### src/rtl/nibble_packer.sv
// nibble_packer
//   Collects a stream of 4-bit nibbles into words of WORD_NIBBLES nibbles
//   (nibble 0 in the least significant bits) and hands each finished word to
//   port A or port B, chosen by `sel` sampled with nibble 0 of the word.
//
// Ports
//   clk          single clock, rising edge
//   reset_L      asynchronous active-low reset
//   nibbleIn     input nibble
//   nibbleValid  nibbleIn is valid this cycle
//   nibbleReady  registered; packer accepts a nibble this cycle
//   sel          destination of the word (0 = A, 1 = B), used with nibble 0 only
//   dataA/B      assembled word for port A / B
//   dataAValid/B dataA/B holds an undelivered word
//   dataAReady/B consumer of port A / B takes the word
//   count        nibbles accumulated in the current word
//   state_dbg    current FSM state (0 = IDLE, 1 = FILL, 2 = FULL)
//
// Handshake: a transfer happens at a rising edge where valid and ready are
// both 1. Valid never depends combinationally on ready, and data is held
// stable while valid is 1 and the transfer has not yet happened.

module nibble_packer #(
   parameter int WORD_NIBBLES = 8,
   localparam int WORD_W = 4 * WORD_NIBBLES,
   localparam int CNT_W = $clog2(WORD_NIBBLES)
) (
   input  logic              clk,
   input  logic              reset_L,
   input  logic [3:0]        nibbleIn,
   input  logic              nibbleValid,
   output logic              nibbleReady,
   input  logic              sel,
   output logic [WORD_W-1:0] dataA,
   output logic              dataAValid,
   input  logic              dataAReady,
   output logic [WORD_W-1:0] dataB,
   output logic              dataBValid,
   input  logic              dataBReady,
   output logic [CNT_W-1:0]  count,
   output logic [1:0]        state_dbg
);

   typedef enum logic [1:0] {
      ST_IDLE = 2'd0,
      ST_FILL = 2'd1,
      ST_FULL = 2'd2
   } state_t;

   localparam logic [CNT_W-1:0] LAST = CNT_W'(WORD_NIBBLES - 1);

   state_t              state_q, state_d;
   logic [WORD_W-1:0]   acc_q, acc_d;
   logic [WORD_W-1:0]   hold_q, hold_d;
   logic [CNT_W-1:0]    count_q, count_d;
   logic                dest_q, dest_d;
   logic                ready_q, ready_d;
   logic [WORD_W-1:0]   data_a_q, data_a_d;
   logic [WORD_W-1:0]   data_b_q, data_b_d;
   logic                a_valid_q, a_valid_d;
   logic                b_valid_q, b_valid_d;

   logic                accept;
   logic                a_free;
   logic                b_free;
   logic                dest_free;
   logic [WORD_W-1:0]   word_full;
   logic [WORD_W-1:0]   load_word;
   logic                load_a;
   logic                load_b;

   always_comb begin
      state_d   = state_q;
      acc_d     = acc_q;
      hold_d    = hold_q;
      count_d   = count_q;
      dest_d    = dest_q;
      data_a_d  = data_a_q;
      data_b_d  = data_b_q;
      // A delivery at this edge empties the register unless it is refilled below.
      a_valid_d = a_valid_q & ~dataAReady;
      b_valid_d = b_valid_q & ~dataBReady;
      load_word = '0;
      load_a    = 1'b0;
      load_b    = 1'b0;

      accept    = nibbleValid & ready_q;
      // A register is free if empty or being drained at this same edge.
      a_free    = ~a_valid_q | dataAReady;
      b_free    = ~b_valid_q | dataBReady;
      dest_free = dest_q ? b_free : a_free;

      // Completed word: accumulated nibbles with the incoming one on top.
      word_full                   = acc_q;
      word_full[WORD_W-1 -: 4]    = nibbleIn;

      case (state_q)
         ST_IDLE: begin
            if (accept) begin
               acc_d          = '0;
               acc_d[3:0]     = nibbleIn;
               dest_d         = sel;
               count_d        = CNT_W'(1);
               state_d        = ST_FILL;
            end
         end
         ST_FILL: begin
            if (accept) begin
               if (count_q == LAST) begin
                  count_d = '0;
                  acc_d   = '0;
                  if (dest_free) begin
                     load_word = word_full;
                     load_a    = ~dest_q;
                     load_b    = dest_q;
                     state_d   = ST_IDLE;
                  end else begin
                     hold_d  = word_full;
                     state_d = ST_FULL;
                  end
               end else begin
                  acc_d[{count_q, 2'b00} +: 4] = nibbleIn;
                  count_d                      = count_q + CNT_W'(1);
               end
            end
         end
         ST_FULL: begin
            if (dest_free) begin
               load_word = hold_q;
               load_a    = ~dest_q;
               load_b    = dest_q;
               hold_d    = '0;
               state_d   = ST_IDLE;
            end
         end
         default: begin
            state_d = ST_IDLE;
         end
      endcase

      if (load_a) begin
         data_a_d  = load_word;
         a_valid_d = 1'b1;
      end
      if (load_b) begin
         data_b_d  = load_word;
         b_valid_d = 1'b1;
      end

      // Registered ready: low exactly while a finished word waits in FULL.
      ready_d = (state_d != ST_FULL);
   end

   always_ff @(posedge clk or negedge reset_L) begin
      if (!reset_L) begin
         state_q   <= ST_IDLE;
         acc_q     <= '0;
         hold_q    <= '0;
         count_q   <= '0;
         dest_q    <= 1'b0;
         ready_q   <= 1'b0;
         data_a_q  <= '0;
         data_b_q  <= '0;
         a_valid_q <= 1'b0;
         b_valid_q <= 1'b0;
      end else begin
         state_q   <= state_d;
         acc_q     <= acc_d;
         hold_q    <= hold_d;
         count_q   <= count_d;
         dest_q    <= dest_d;
         ready_q   <= ready_d;
         data_a_q  <= data_a_d;
         data_b_q  <= data_b_d;
         a_valid_q <= a_valid_d;
         b_valid_q <= b_valid_d;
      end
   end

   assign nibbleReady = ready_q;
   assign dataA       = data_a_q;
   assign dataAValid  = a_valid_q;
   assign dataB       = data_b_q;
   assign dataBValid  = b_valid_q;
   assign count       = count_q;
   assign state_dbg   = state_q;

endmodule

### config.mk
export PLATFORM = sky130hd
export DESIGN_NAME = nibble_packer
export DESIGN_NICKNAME = d
export VERILOG_FILES = /design/src/rtl/nibble_packer.sv
export SDC_FILE = /design/constraint.sdc
export NUM_CORES = 1
export LEC_CHECK = 0
export ABC_AREA = 0
export CAP_MARGIN = 10
export CORE_MARGIN = 1
export CORE_UTILIZATION = 50
export DETAILED_ROUTE_END_ITERATION = 8
export GPL_TIMING_DRIVEN = 0
export MAX_ROUTING_LAYER = met4
export PLACE_DENSITY = 0.74
export SLEW_MARGIN = 30
export SYNTH_ARGS = -nofsm -noshare
export SYNTH_HDL_FRONTEND = slang
export SYNTH_SLANG_ARGS = --single-unit
### constraint.sdc
create_clock -name clk -period 6.5 [get_ports clk]
set_input_delay 1.3 -clock clk [delete_from_list [all_inputs] [get_ports clk]]
set_output_delay 1.3 -clock clk [all_outputs]
set_load 0.005 [all_outputs]
# After elaboration in Yosys (flattened, before gate mapping)
# Index checks and enable logic that the tools add are counted.
[totals]
latch_bits = 0
ramBits = 0
word_cells = 75
mem_count = 0
in_bits = 10
mem_bits_ro = 0
reg_bits = 137
out_inout_bits = 72
[classes]
eq_ne = 9
n_lt_le_gt_ge = 0
mux = 36
div = 0
reduce_logical = 6
shifts = 2
bitwise = 10
add_sub_neg = 2
n_mul = 0
[ops]
columns = ["operator", "count"]
rows = [
  ["$mux W32", 11],
  ["$pmux W32 S2", 3],
  ["$bwmux W32", 1],
  ["$shift A4 B7 Y32 const A", 1],
  ["$shiftx A4 B7 Y32", 1],
  ["$ne A2 B2 Y1 const B", 6],
  ["$mux W2", 5],
  ["$mux W1", 9],
  ["$mux W3", 3],
  ["$neg A5 Y7", 1],
  ["$pmux W2 S3", 1],
  ["$pmux W3 S2", 1],
  ["$not A1 Y1", 5],
  ["$reduce_and A5 Y1", 1],
  ["$pmux W1 S2", 2],
  ["$reduce_bool A2 Y1", 2],
  ["$add A3 B1 Y3 const B", 1],
  ["$and A1 B1 Y1", 3],
  ["$eq A3 B3 Y1 const B", 1],
  ["$reduce_and A3 Y1", 1],
  ["$eq A2 B1 Y1 const B", 1],
  ["$eq A2 B2 Y1 const B", 1],
  ["$logic_not A2 Y1", 1],
  ["$or A1 B1 Y1", 2],
  ["$reduce_and A2 Y1", 1],
]

# Logic depth before layout (Yosys ltp)
[depth]
ltp_word = 8
depth_mapped = 7
depth_no_buf = 7

# Least setup slack after synthesis
# OpenSTA, ideal clock, no wires.
[synth_path]
path_type = "input port to flip-flop"
start = "input nibbleValid"
end = "register data_a_q[22], in the netlist dataA[22]"
slack_ns = 3.917
arrival_ns = 2.458
stages = 5
required_ns = 6.375
setup_ns = 0.125
n_path_buf = 1
cell_sequence = "and4_4 > o21ai_1 > nor3_2 > buf_2 > mux2_4"
[synth_between]
elab_chain_len = 3
elab_cells_between_ends = 5
cone_classes = "mux (4); bitwise (1)"
[synth_rtl]
columns = ["item", "line_no", "rtl"]
rows = [
  ["start: declaration", "31", "input logic nibbleValid,"],
  ["$and A1 B1 Y1 (*)", "87", "accept = nibbleValid & ready_q;"],
  ["$mux W32 or $mux W1 (tied branches)", "108", "if (accept) begin"],
  ["$pmux W32 S2 or $pmux W1 S2 (tied branches)", "97", "case (state_q)"],
  ["end signal: assignment", "173", "data_a_q <= data_a_d;"],
  ["end: declaration", "58", "logic [WORD_W-1:0] data_a_q, data_a_d;"],
]
# Every way passes the cells marked *; elsewhere a longest branch is shown, timed or not.
# A chain may end at the register's enable or synchronous reset.

# Worst setup path after layout
[layout_path]
start = "input nibbleValid"
end = "register data_b_q[21], in the netlist dataB[21]"
[layout_between]
elab_chain_len = 3
elab_cells_between_ends = 5
cone_classes = "mux (4); bitwise (1)"
[layout_rtl]
columns = ["item", "line_no", "rtl"]
rows = [
  ["$and A1 B1 Y1 (*)", "87", ""],
  ["$mux W32 or $mux W1 (tied branches)", "108", ""],
  ["$pmux W32 S2 or $pmux W1 S2 (tied branches)", "97", ""],
  ["end signal: assignment", "174", "data_b_q <= data_b_d;"],
  ["end: declaration", "59", "logic [WORD_W-1:0] data_b_q, data_b_d;"],
]
# Marks and branches as above.

==> summary.md <==
| Metric | Value |
|---|---|
| Simple-gate share of the synthesized area | `0.09792` |
| Worst min path class | `flop to flop` |
| Clock root buffer | `clkbuf_16` |
| Failing checks | `design-rule violations` |
| Setup violations, final | `0` |
| Critical Path Sink Type | `flop` |
| Worst r2r src | `count[0]` |
| Worst path cell trace | `clkdlybuf4s50_1, and4_4, o2111ai_1, clkbuf_1, mux2_2` |
| Buffers plus inverters on the worst setup path | `2` |
| Xor/xnor share of the synthesized area | `0` |
| Worst R2R Path Depth | `6` |
| Nets@finish | `577` |
| FF+latch count, synth | `133` |
| Peak supply drop | `between 0.15 and 0.2 mV` |
| Crit-path leading delay family | `buffers and inverters` |
| DR DRC count | `11` |
| CTS Sinks | `133` |
| Total grt overflow | `0` |
| Synth-to-layout area growth | `26.11%` |
| Worst-path clk slew | `0.05 ns` |
| Register area share after synthesis | `0.5578` |
| Post-synthesis compound-gate area fraction | `0.1671` |
| Die ar. | `12370 µm²` |
| IO buf count | `77` |
| Clk_skew | `0.006003 ns` |
| Drt first pass iters | `7` |
| CP arrival | `3.49 ns` |
| Number of global-route vias before repair | `4277` |
| Hold Vio Cnt, Final | `0` |
| CP max FO | `10` |
| Max-cap viol count | `0` |
| Hold_sp | `hold_q[18]` |
| TritonCTS Buffers | `17` |
| Post-synth cell types | `54` |
| Worst hold stages | `1` |
| CTS tree | `built` |
| Leakage power figure | `3.705 nW` |
| Clock Latency Late Sink | `0.41 ns` |
| Remaining antenna violation count after routing | `0` |
| Vias/cell | `5.731` |
| Post-synthesis mux area share | `0.1082` |
| Critical path class | `input pin to flop` |
| Syn Area/Cell | `between 10 and 15 µm²` |
| Post-CTS Setup Bufs | `0` |
| CP required | `about 6.8 ns` |
| Post-route cell area | `7525 µm²` |
| Fin crit share | `0.4924` |
| FFs w/ async S/R, synth | `1.000` |
| Crit path largest cell delay | `0.55 ns` |
| H-tree depth | `4` |
| Total track usage | `0.2387` |
| DR vias | `slightly above 4000` |
| Worst setup SP type | `input pin` |
| Die W | `approximately 110 µm` |
| Post-synth EDFFs | `0` |
| Yosys warns | `0` |
| Syn Nets | `480` |
| DRT iter0 DRCs | `177` |
| Post-Syn Instances | `458` |
| Worst Hold Path EP | `hold_q[18]` |
| Slew Viols, Final | `0` |
| Dpl hpwl | `~9.1 mm` |
| Post-CTS Hold Buffers | `0` |
| Worst-Margin Slew | `1.026 ns` |
| Total power | `2.363 mW` |
| Flop2flop setup slack | `3.69 ns` |
| Post-synthesis adder-cell area fraction | `0.02516` |
| Core area | `11520 µm²` |
| I/O pin cnt | `82` |
| Share of layout cells above drive strength 1 | `0.2077` |
| FF-to-FF End | `dataB[21]` |
| Placed Area | `about 6900 µm²` |
| Diode count | `0` |
| Synth Flop Type | `dfrtp_1` |
| Slowest-stage cell, CP | `clkbuf_1` |
| Slew HR | `0.3094` |
| First-pass GRT wire length | `about 22 mm` |
| WL/cell | `18.53 µm` |
| Num rows | `39` |
| Final WL | `13.18 mm` |
| Largest net degree at the start of global routing | `72` |
| Initial antenna violation count | `0` |
| Clk buf depth | `2` |
| Post-CTS sizing | `0` |
| Routability congestion estimate | `around 0.9` |
| Status | `complete, but fails checks` |
| Achievable clock frequency | `312.4 MHz` |
| Main combinational cell family by area after synthesis | `compound AO/OA/AOI/OAI gates` |
| RSZ-0062 raised after global routing | `no` |
| Mapped Area | `5967 µm²` |
| Tmin final | `3.201 ns` |
| Power Density | `314.1 nW/µm²` |
| Die Height | `111.2 µm` |
| Initial core utilization | `0.5181` |
==> area by class of cell <==
class,instances,area (µm²)
clock buffer,25,505.5
inverter,16,60.06
clock inverter,7,70.07
buffer,30,201.4
fill,891,3991
sequential,133,3328
tap,143,178.9
timing repair buffer,78,803.3
multi-input combinational,279,2377
==> routing by layer <==
layer  GRT usage  vias up  wire [µm]
li1            -     1886          -
met1      0.3139     2088       6148
met2      0.3738       85       6380
met3     0.05467       16        472
met4     0.06577        0        174
met5           -        -          0
==> worst max path at each step <==
| stage | cells past startpoint | startpoint | slack, ns | end |
|---|---|---|---|---|
| after floorplan | 5 | nibbleValid | 3.92 | dataA[22] |
| after global placement | 1 | reset_L | -0.83 | dataA[15] |
| after detailed placement | 5 | nibbleValid | 2.85 | dataB[21] |
| after CTS | 5 | nibbleValid | 3.29 | dataB[21] |
| after global routing | 5 | nibbleValid | 3.16 | dataB[22] |
| final | 5 | nibbleValid | 3.30 | dataB[21] |
==> sequential cells by signal (all words and copies together) (netlist names) <==
name         count
count            3
dataBValid       1
state_dbg        2
acc_q           28
hold_q          32
dataAValid       1
dataB           32
nibbleReady      1
dataA           32
dest_q           1
==> cells in the final DEF (no fill, tap or decap), types with 9 or more instances in the layout <==
cell,count
dfrtp_1,133
o21ai_0,10
a21o_1,32
nor3b_1,32
mux2i_1,9
o21ai_1,9
ha_1,12
clkdlybuf4s50_1,76
buf_6,10
buf_2,10
clkbuf_1,11
mux2_2,48
a22o_1,48
inv_1,16
clkbuf_16,17
nand2_1,12
==> kinds of logic (layout without fill, tap and decap cells) <==
kind of cell               count (synthesis)  count (layout)
adders and majority gates                 12              12
DFF                                      133             133
muxes                                     58              58
buffers and inverters                     46             156
AOI/OAI and AO/OA                        126             126
and+or+nand+nor                           83              83
==> worst register-to-register path: stages (launching register included) <==
cell and delay (ns):
dfrtp_1 0.49, ha_1 0.29, ha_1 0.25, and4_4 0.21, o2111ai_1 0.48, clkbuf_1 0.55
mux2_2 0.41
==> synth_stat cells, types with 9 or more instances <==
master   number  area (µm²)
a21o_1       32       240.2
a22o_1       48       420.4
buf_2        10       50.05
buf_6        10       112.6
dfrtp_1     133        3328
ha_1         12       150.1
inv_1        16       60.06
mux2_2       48       540.5
mux2i_1       9       90.09
nand2_1      12       45.04
nor3b_1      32       240.2
o21ai_0      10       50.05
o21ai_1       9       45.04
==> per-stage QoR <==
step                      setup TNS [ns]  setup slack (ns)  std cells  hold WS (ns)    util
after floorplan                        0             3.917        458        0.4500       -
after global placement           -109.22           -0.8271        678        0.4585  0.6006
after detailed placement               0             2.854        679        0.4659  0.6034
after CTS                              0             3.292        711        0.4775  0.6534
after global routing                   0             3.156        711        0.4912  0.6534
final                                  0             3.299        711        0.4740  0.6534
==> power by group <==
group | switching [mW] | internal [mW] | total, mW
logic | 0.262 | 0.211 | 0.473
registers | 0.0731 | 0.903 | 0.976
clock network | 0.339 | 0.576 | 0.915
total | 0.674 | 1.69 | 2.36
Note: power is estimated with default switching activity, not from simulation.
